`src/rtl/oam_write_scheduler.sv`:
```
// oam_write_scheduler: buffers CPU sprite writes in a small FIFO and commits
// them to OAM only during vertical blanking. PPU reads always win the port.
module oam_write_scheduler #(
    parameter int FIFO_DEPTH   = 4,
    parameter int VBLANK_START = 480
) (
    input  logic        clk,
    input  logic        rst,
    input  logic [9:0]  vCount,
    input  logic        cpu_wr,
    input  logic [5:0]  cpu_addr,
    input  logic [31:0] cpu_data,
    output logic        cpu_ready,
    input  logic        ppu_rd,
    input  logic [5:0]  ppu_addr,
    output logic        oam_we,
    output logic [5:0]  oam_addr,
    output logic [31:0] oam_wdata,
    output logic        ppu_grant,
    output logic        vblank,
    output logic        frame_end,
    output logic [4:0]  pending,
    output logic        overflow
);
    localparam int PW = $clog2(FIFO_DEPTH);

    typedef enum logic [1:0] {ACTIVE, VBL_IDLE, VBL_DRAIN} state_t;

    logic [5:0]  addr_mem [FIFO_DEPTH];
    logic [31:0] data_mem [FIFO_DEPTH];

    state_t      state_q, state_d;
    logic [PW-1:0] wr_ptr_q, wr_ptr_d, rd_ptr_q, rd_ptr_d;
    logic [4:0]  count_q, count_d;
    logic        vblank_q, vblank_d;
    logic        frame_end_q, frame_end_d;
    logic        overflow_q, overflow_d;
    logic        oam_we_q, oam_we_d;
    logic [5:0]  oam_addr_q, oam_addr_d;
    logic [31:0] oam_wdata_q, oam_wdata_d;
    logic        ppu_grant_q, ppu_grant_d;

    logic full, empty, push, pop, drain_ok;

    // Next-state logic: FIFO bookkeeping, blanking flag, FSM and OAM port mux
    always_comb begin
        full     = (count_q == 5'(FIFO_DEPTH));
        empty    = (count_q == 5'd0);
        push     = cpu_wr && !full;
        // Any blanking state may issue a write as soon as an entry exists, so
        // the first strobe follows the IDLE entry by one edge rather than two.
        drain_ok = (state_q != ACTIVE) && vblank_q && !empty;
        pop      = drain_ok && !ppu_rd;

        count_d  = count_q + {4'd0, push} - {4'd0, pop};
        wr_ptr_d = push ? wr_ptr_q + 1'b1 : wr_ptr_q;
        rd_ptr_d = pop  ? rd_ptr_q + 1'b1 : rd_ptr_q;

        vblank_d    = ({22'd0, vCount} >= 32'(VBLANK_START));
        frame_end_d = vblank_d && !vblank_q;
        overflow_d  = overflow_q || (cpu_wr && full);

        state_d = state_q;
        case (state_q)
            ACTIVE:    if (vblank_q) state_d = VBL_IDLE;
            VBL_IDLE:  if (!vblank_q) state_d = ACTIVE;
                       else if (count_d != 5'd0) state_d = VBL_DRAIN;
            VBL_DRAIN: if (!vblank_q) state_d = ACTIVE;
                       else if (count_d == 5'd0) state_d = VBL_IDLE;
            default:   state_d = ACTIVE;
        endcase

        oam_we_d    = 1'b0;
        ppu_grant_d = 1'b0;
        oam_addr_d  = oam_addr_q;
        oam_wdata_d = oam_wdata_q;
        if (ppu_rd) begin
            // PPU read stalls any pending drain; the head entry stays queued
            oam_addr_d  = ppu_addr;
            ppu_grant_d = 1'b1;
        end else if (drain_ok) begin
            oam_we_d    = 1'b1;
            oam_addr_d  = addr_mem[rd_ptr_q];
            oam_wdata_d = data_mem[rd_ptr_q];
        end
    end

    // FIFO storage; contents are don't-care until a push, so no reset
    always_ff @(posedge clk) begin
        if (push) begin
            addr_mem[wr_ptr_q] <= cpu_addr;
            data_mem[wr_ptr_q] <= cpu_data;
        end
    end

    // State and registered outputs
    always_ff @(posedge clk or posedge rst) begin
        if (rst) begin
            state_q     <= ACTIVE;
            wr_ptr_q    <= '0;
            rd_ptr_q    <= '0;
            count_q     <= '0;
            vblank_q    <= 1'b0;
            frame_end_q <= 1'b0;
            overflow_q  <= 1'b0;
            oam_we_q    <= 1'b0;
            oam_addr_q  <= '0;
            oam_wdata_q <= '0;
            ppu_grant_q <= 1'b0;
        end else begin
            state_q     <= state_d;
            wr_ptr_q    <= wr_ptr_d;
            rd_ptr_q    <= rd_ptr_d;
            count_q     <= count_d;
            vblank_q    <= vblank_d;
            frame_end_q <= frame_end_d;
            overflow_q  <= overflow_d;
            oam_we_q    <= oam_we_d;
            oam_addr_q  <= oam_addr_d;
            oam_wdata_q <= oam_wdata_d;
            ppu_grant_q <= ppu_grant_d;
        end
    end

    assign cpu_ready = (count_q != 5'(FIFO_DEPTH));
    assign pending   = count_q;
    assign vblank    = vblank_q;
    assign frame_end = frame_end_q;
    assign overflow  = overflow_q;
    assign oam_we    = oam_we_q;
    assign oam_addr  = oam_addr_q;
    assign oam_wdata = oam_wdata_q;
    assign ppu_grant = ppu_grant_q;
endmodule

```
`config.mk`:
```
export PLATFORM = sky130hd
export DESIGN_NAME = oam_write_scheduler
export DESIGN_NICKNAME = d
export VERILOG_FILES = /design/src/rtl/oam_write_scheduler.sv
export SDC_FILE = /design/constraint.sdc
export NUM_CORES = 1
export LEC_CHECK = 0
export CAP_MARGIN = 30
export CORE_UTILIZATION = 32
export DETAILED_ROUTE_END_ITERATION = 8
export REMOVE_ABC_BUFFERS = 1
export SYNTH_ARGS = -nofsm -noshare
export SYNTH_HDL_FRONTEND = slang
export SYNTH_SLANG_ARGS = --single-unit
```
`constraint.sdc`:
```
create_clock -name clk -period 9.4 [get_ports clk]
set_clock_uncertainty 0.15 [all_clocks]
set_input_delay 2.82 -clock clk [delete_from_list [all_inputs] [get_ports clk]]
set_output_delay 2.82 -clock clk [all_outputs]
set_load 0.005 [all_outputs]
```
==> implementation parameters <==
Parameter                              Value

Status
  Result of the run    finished clean

Clock network
  Number of post-CTS setup repair buffers    0
  Post-CTS resize count    0
  Root Driver    sky130_fd_sc_hd__clkbuf_16
  Cts bufs inserted    24
  Worst-case clock buffer depth    3
  CTS tree    yes
  Worst-skew pair later-pin latency    just over 0.5 ns
  # clock sinks    206
  Total number of H-tree levels    1
  Hold-fix buffer count after cts    0
  Worst-path clk slew    approximately 0.060 ns

Setup path
  CP Capture Type    flop
  Path type of the worst setup path    input pin to flop
  Worst reg2reg setup slack    6.03 ns
  Worst-path maximum fanout    6
  Capture instance of the worst register-to-register path    state_q[1]$_DFFE_PP0P_
  Critical Path, Cell by Cell    clkdlybuf4s50_1, nand2_1, ha_1, inv_1, ha_1, inv_1, fa_1, nand2b_1, a21oi_1, xnor2_1, o32a_1, and3_1
  Critical Path AT    approximately 5.5 ns
  CP bufs+invs    3
  Origin of the critical flop-to-flop path    pending[2]$_DFF_PP0_
  Type of origin of the critical path    input pin
  Required time of the critical path    9.64 ns
  Cell with the largest stage delay on the worst path    sky130_fd_sc_hd__clkdlybuf4s50_1
  Cell type group with the largest total delay on the critical path    adder cells
  Crit-path max cell delay    roughly 0.58 ns
  Register-to-Register Path Depth    14

Detailed routing
  Wire length per cell    between 15 and 20 µm
  First-iteration detailed-routing DRC count    about 150
  Router iterations before antenna repair    4
  Drt via density    4.59
  DR DRC count    0
  Number of nets with antenna violations after routing    0
  Wire length reported by the detailed router    15100 µm
  Vias after detailed routing    about 3.8k

Finish
  Share of post-route cells with drive strength above 1    between 20% and 30%
  Nets    roughly 550
  Area added between synthesis and finish    27.5%
  Antenna fix cells    0
  Total of fill cells in the finished design    2151
  Non-filler instance count after layout    a little over 800
  Post-Layout Inst Area    ~10000 µm²

Logic synthesis
  Synthesis Warnings    0
  Gate Count Post-Synth    363
  Ys flop type    sky130_fd_sc_hd__edfxtp_1
  Seq cells post-synth    slightly above 200
  Avg Synthesized Cell Area    21.8 µm²
  Count leader, synth    sky130_fd_sc_hd__edfxtp_1
  Post-synth top area share    between 50 and 60%
  Fraction of the yosys area taken by sequential cells    between 70% and 80%
  Library cells used by synthesis    33
  Most area-consuming cells after synthesis    sky130_fd_sc_hd__edfxtp_1 58%, sky130_fd_sc_hd__dfrtp_1 17%, sky130_fd_sc_hd__mux4_2 11%
  Share of synthesized registers carrying an async set or reset    between 20% and 30%
  Yosys top cell by area    sky130_fd_sc_hd__edfxtp_1
  EDFF count, synth    around 150
  Top cells by instance count after synthesis    152 x sky130_fd_sc_hd__edfxtp_1, 54 x sky130_fd_sc_hd__dfrtp_1, 38 x sky130_fd_sc_hd__mux4_2, 27 x sky130_fd_sc_hd__mux2_4
  Post-synth design cell area    7900 µm²

Placed design
  Post-placement cell area    just over 9000 µm²
  Dpl hpwl    8800 µm
  Routability congestion estimate    ~0.74
  Dpl cells    782
  Setup WS pre-CTS    between 3 and 4 ns
  Count of buffers from port buffering    101

STA
  Timing-limited maximum frequency    0.189 GHz
  Final Worst Setup Slack    a little over 4 ns
  Worst slew margin relative to its limit    approximately two fifths
  Crit path time final    5.28 ns
  Final-report hold violation count    0
  Total count of max-transition violations in the final report    0
  Final count of negative-setup-slack endpoints    0
  Worst Tran Pin Value    0.905 ns
  Sum Neg Setup Slack    0 ns
  Hold WS    about 0.32 ns
  Unrepaired setup endpoints after global routing    no
  Fin crit share    around 56%

Power
  Share of total power in sequential cells    between 40 and 50%
  NetSw    about 0.86 mW
  Leak    between 3 and 4 nW
  Internal    2.30 mW
  Comb power frac    between 20% and 30%
  PwrDens    ~310 nW/µm²
  Worst vdd ir    163 µV
  Part of the power in the clock network    ~27%
  Switching part of the total    27.3%

GRT
  Antenna violations before repair    0
  Maximum number of pins on one net before global-route repair    55
  Wire length of the first global-routing pass    24100 µm
  Total global routing track utilization    about an eighth
  Vias in the first global route    ~4.2k
  Gr ovfl total    0

Run
  Max capacitance violation total    0

Floorplan
  Vertical extent of the die    between 150 and 200 µm
  I/O Pins    roughly 110
  Site Rows    57
  Initial standard-cell utilization of the core    roughly 33%
  Die width    between 150 and 200 µm
  Standard cell core area    24200 µm²
  Die ar.    ~25000 µm²

Hold path
  Hold Crit Class    flop to flop
  Terminating pin of the worst hold path    overflow$_DFF_PP0_
  Worst Hold Launch    overflow$_DFF_PP0_
  Number of cells on the worst hold path    1
==> area by class of cell <==
class	count	area (µm²)	area share, %
Inverter	10	37.5	0.372
Sequential cell	206	5920	58.7
Tap cell	324	405	4.02
Timing Repair Buffer	109	1130	11.2
Multi-Input combinational cell	133	1840	18.2
Clock inverter	13	78.8	0.782
Clock buffer	31	668	6.63
==> worst max path at each step <==
stage / from / to / slack (ns) / cells after the start
after global routing: cpu_wr / state_q[1]$_DFFE_PP0P_ / 3.97 / 12
after detailed placement: cpu_wr / state_q[1]$_DFFE_PP0P_ / 3.62 / 12
final: cpu_wr / state_q[1]$_DFFE_PP0P_ / 4.12 / 12
after global placement: ppu_rd / state_q[1]$_DFFE_PP0P_ / 3.69 / 12
after floorplan: ppu_rd / state_q[1]$_DFFE_PP0P_ / 3.60 / 10
after CTS: cpu_wr / state_q[1]$_DFFE_PP0P_ / 4.13 / 12
==> cell families (layout without fill, tap and decap cells) <==
family | after synthesis | in the layout | synth area share (%)
DFF | 206 | 206 | 74.8
muxes | 77 | 77 | 17.6
xor gates and xnor gates | 7 | 7 | 0.776
buffers and inverters | 24 | 163 | 1.99
AOI/OAI and AO/OA | 14 | 14 | 1.23
and+or+nand+nor | 24 | 24 | 1.74
adders and majority gates | 11 | 11 | 1.84
==> stage by stage <==
| stage | utilization (%) | power [mW] |
|---|---|---|
| floorplan | - | 1.92 |
| global placement | 38.1 | 2.29 |
| detailed placement | 38.5 | 2.35 |
| CTS | 41.6 | 3.23 |
| global route | 41.6 | 3.35 |
| finish | 41.6 | 3.16 |
==> metal layers <==
| metal | vias to the layer above | global-route usage (%) | wire [µm] |
|---|---|---|---|
| li1 | 1686 | - | - |
| met1 | 1972 | 15.5 | 6420 |
| met2 | 102 | 21.3 | 7560 |
| met3 | 30 | 3.02 | 842 |
| met4 | 0 | 3.41 | 296 |
| met5 | - | 0 | 0 |
==> power groups by stage <==
stage / clock [mW] / combinational (mW) / sequential [mW]
2_1_floorplan: 0 / 0.527 / 1.40
3_3_place_gp: 0 / 0.844 / 1.45
3_5_place_dp: 0 / 0.915 / 1.43
4_1_cts: 0.890 / 0.918 / 1.42
5_1_grt: 0.928 / 0.972 / 1.45
6_report: 0.860 / 0.894 / 1.41
==> state kept, by name (all words and copies together) (netlist names) <==
register,flops
pending,5
state_q,2
oam_addr,6
data_mem,128
addr_mem,24
wr_ptr_q,2
ppu_grant,1
vblank,1
oam_wdata,32
oam_we,1
frame_end,1
overflow,1
rd_ptr_q,2
==> cells in the final DEF (no fill, tap or decap), drive strengths merged <==
| cell type | instances |
|---|---|
| edfxtp | 152 |
| clkdlybuf4s50 | 101 |
| dfrtp | 54 |
| mux4 | 38 |
| mux2 | 33 |
| clkbuf | 31 |
| nand2 | 11 |
| ha | 10 |
| inv | 10 |
| clkinv | 9 |
| buf | 8 |
| o21ai | 7 |
| mux2i | 6 |
| and3 | 5 |
| xnor2 | 4 |
| clkinvlp | 4 |
| xor2 | 3 |
| nor2b | 3 |
| a21oi | 3 |
| nor2 | 2 |
| nor3 | 1 |
| nand2b | 1 |
| a21o | 1 |
| a41o | 1 |
| a31o | 1 |
| or3 | 1 |
| o32a | 1 |
| fa | 1 |
(Power assumes the default switching activity.)
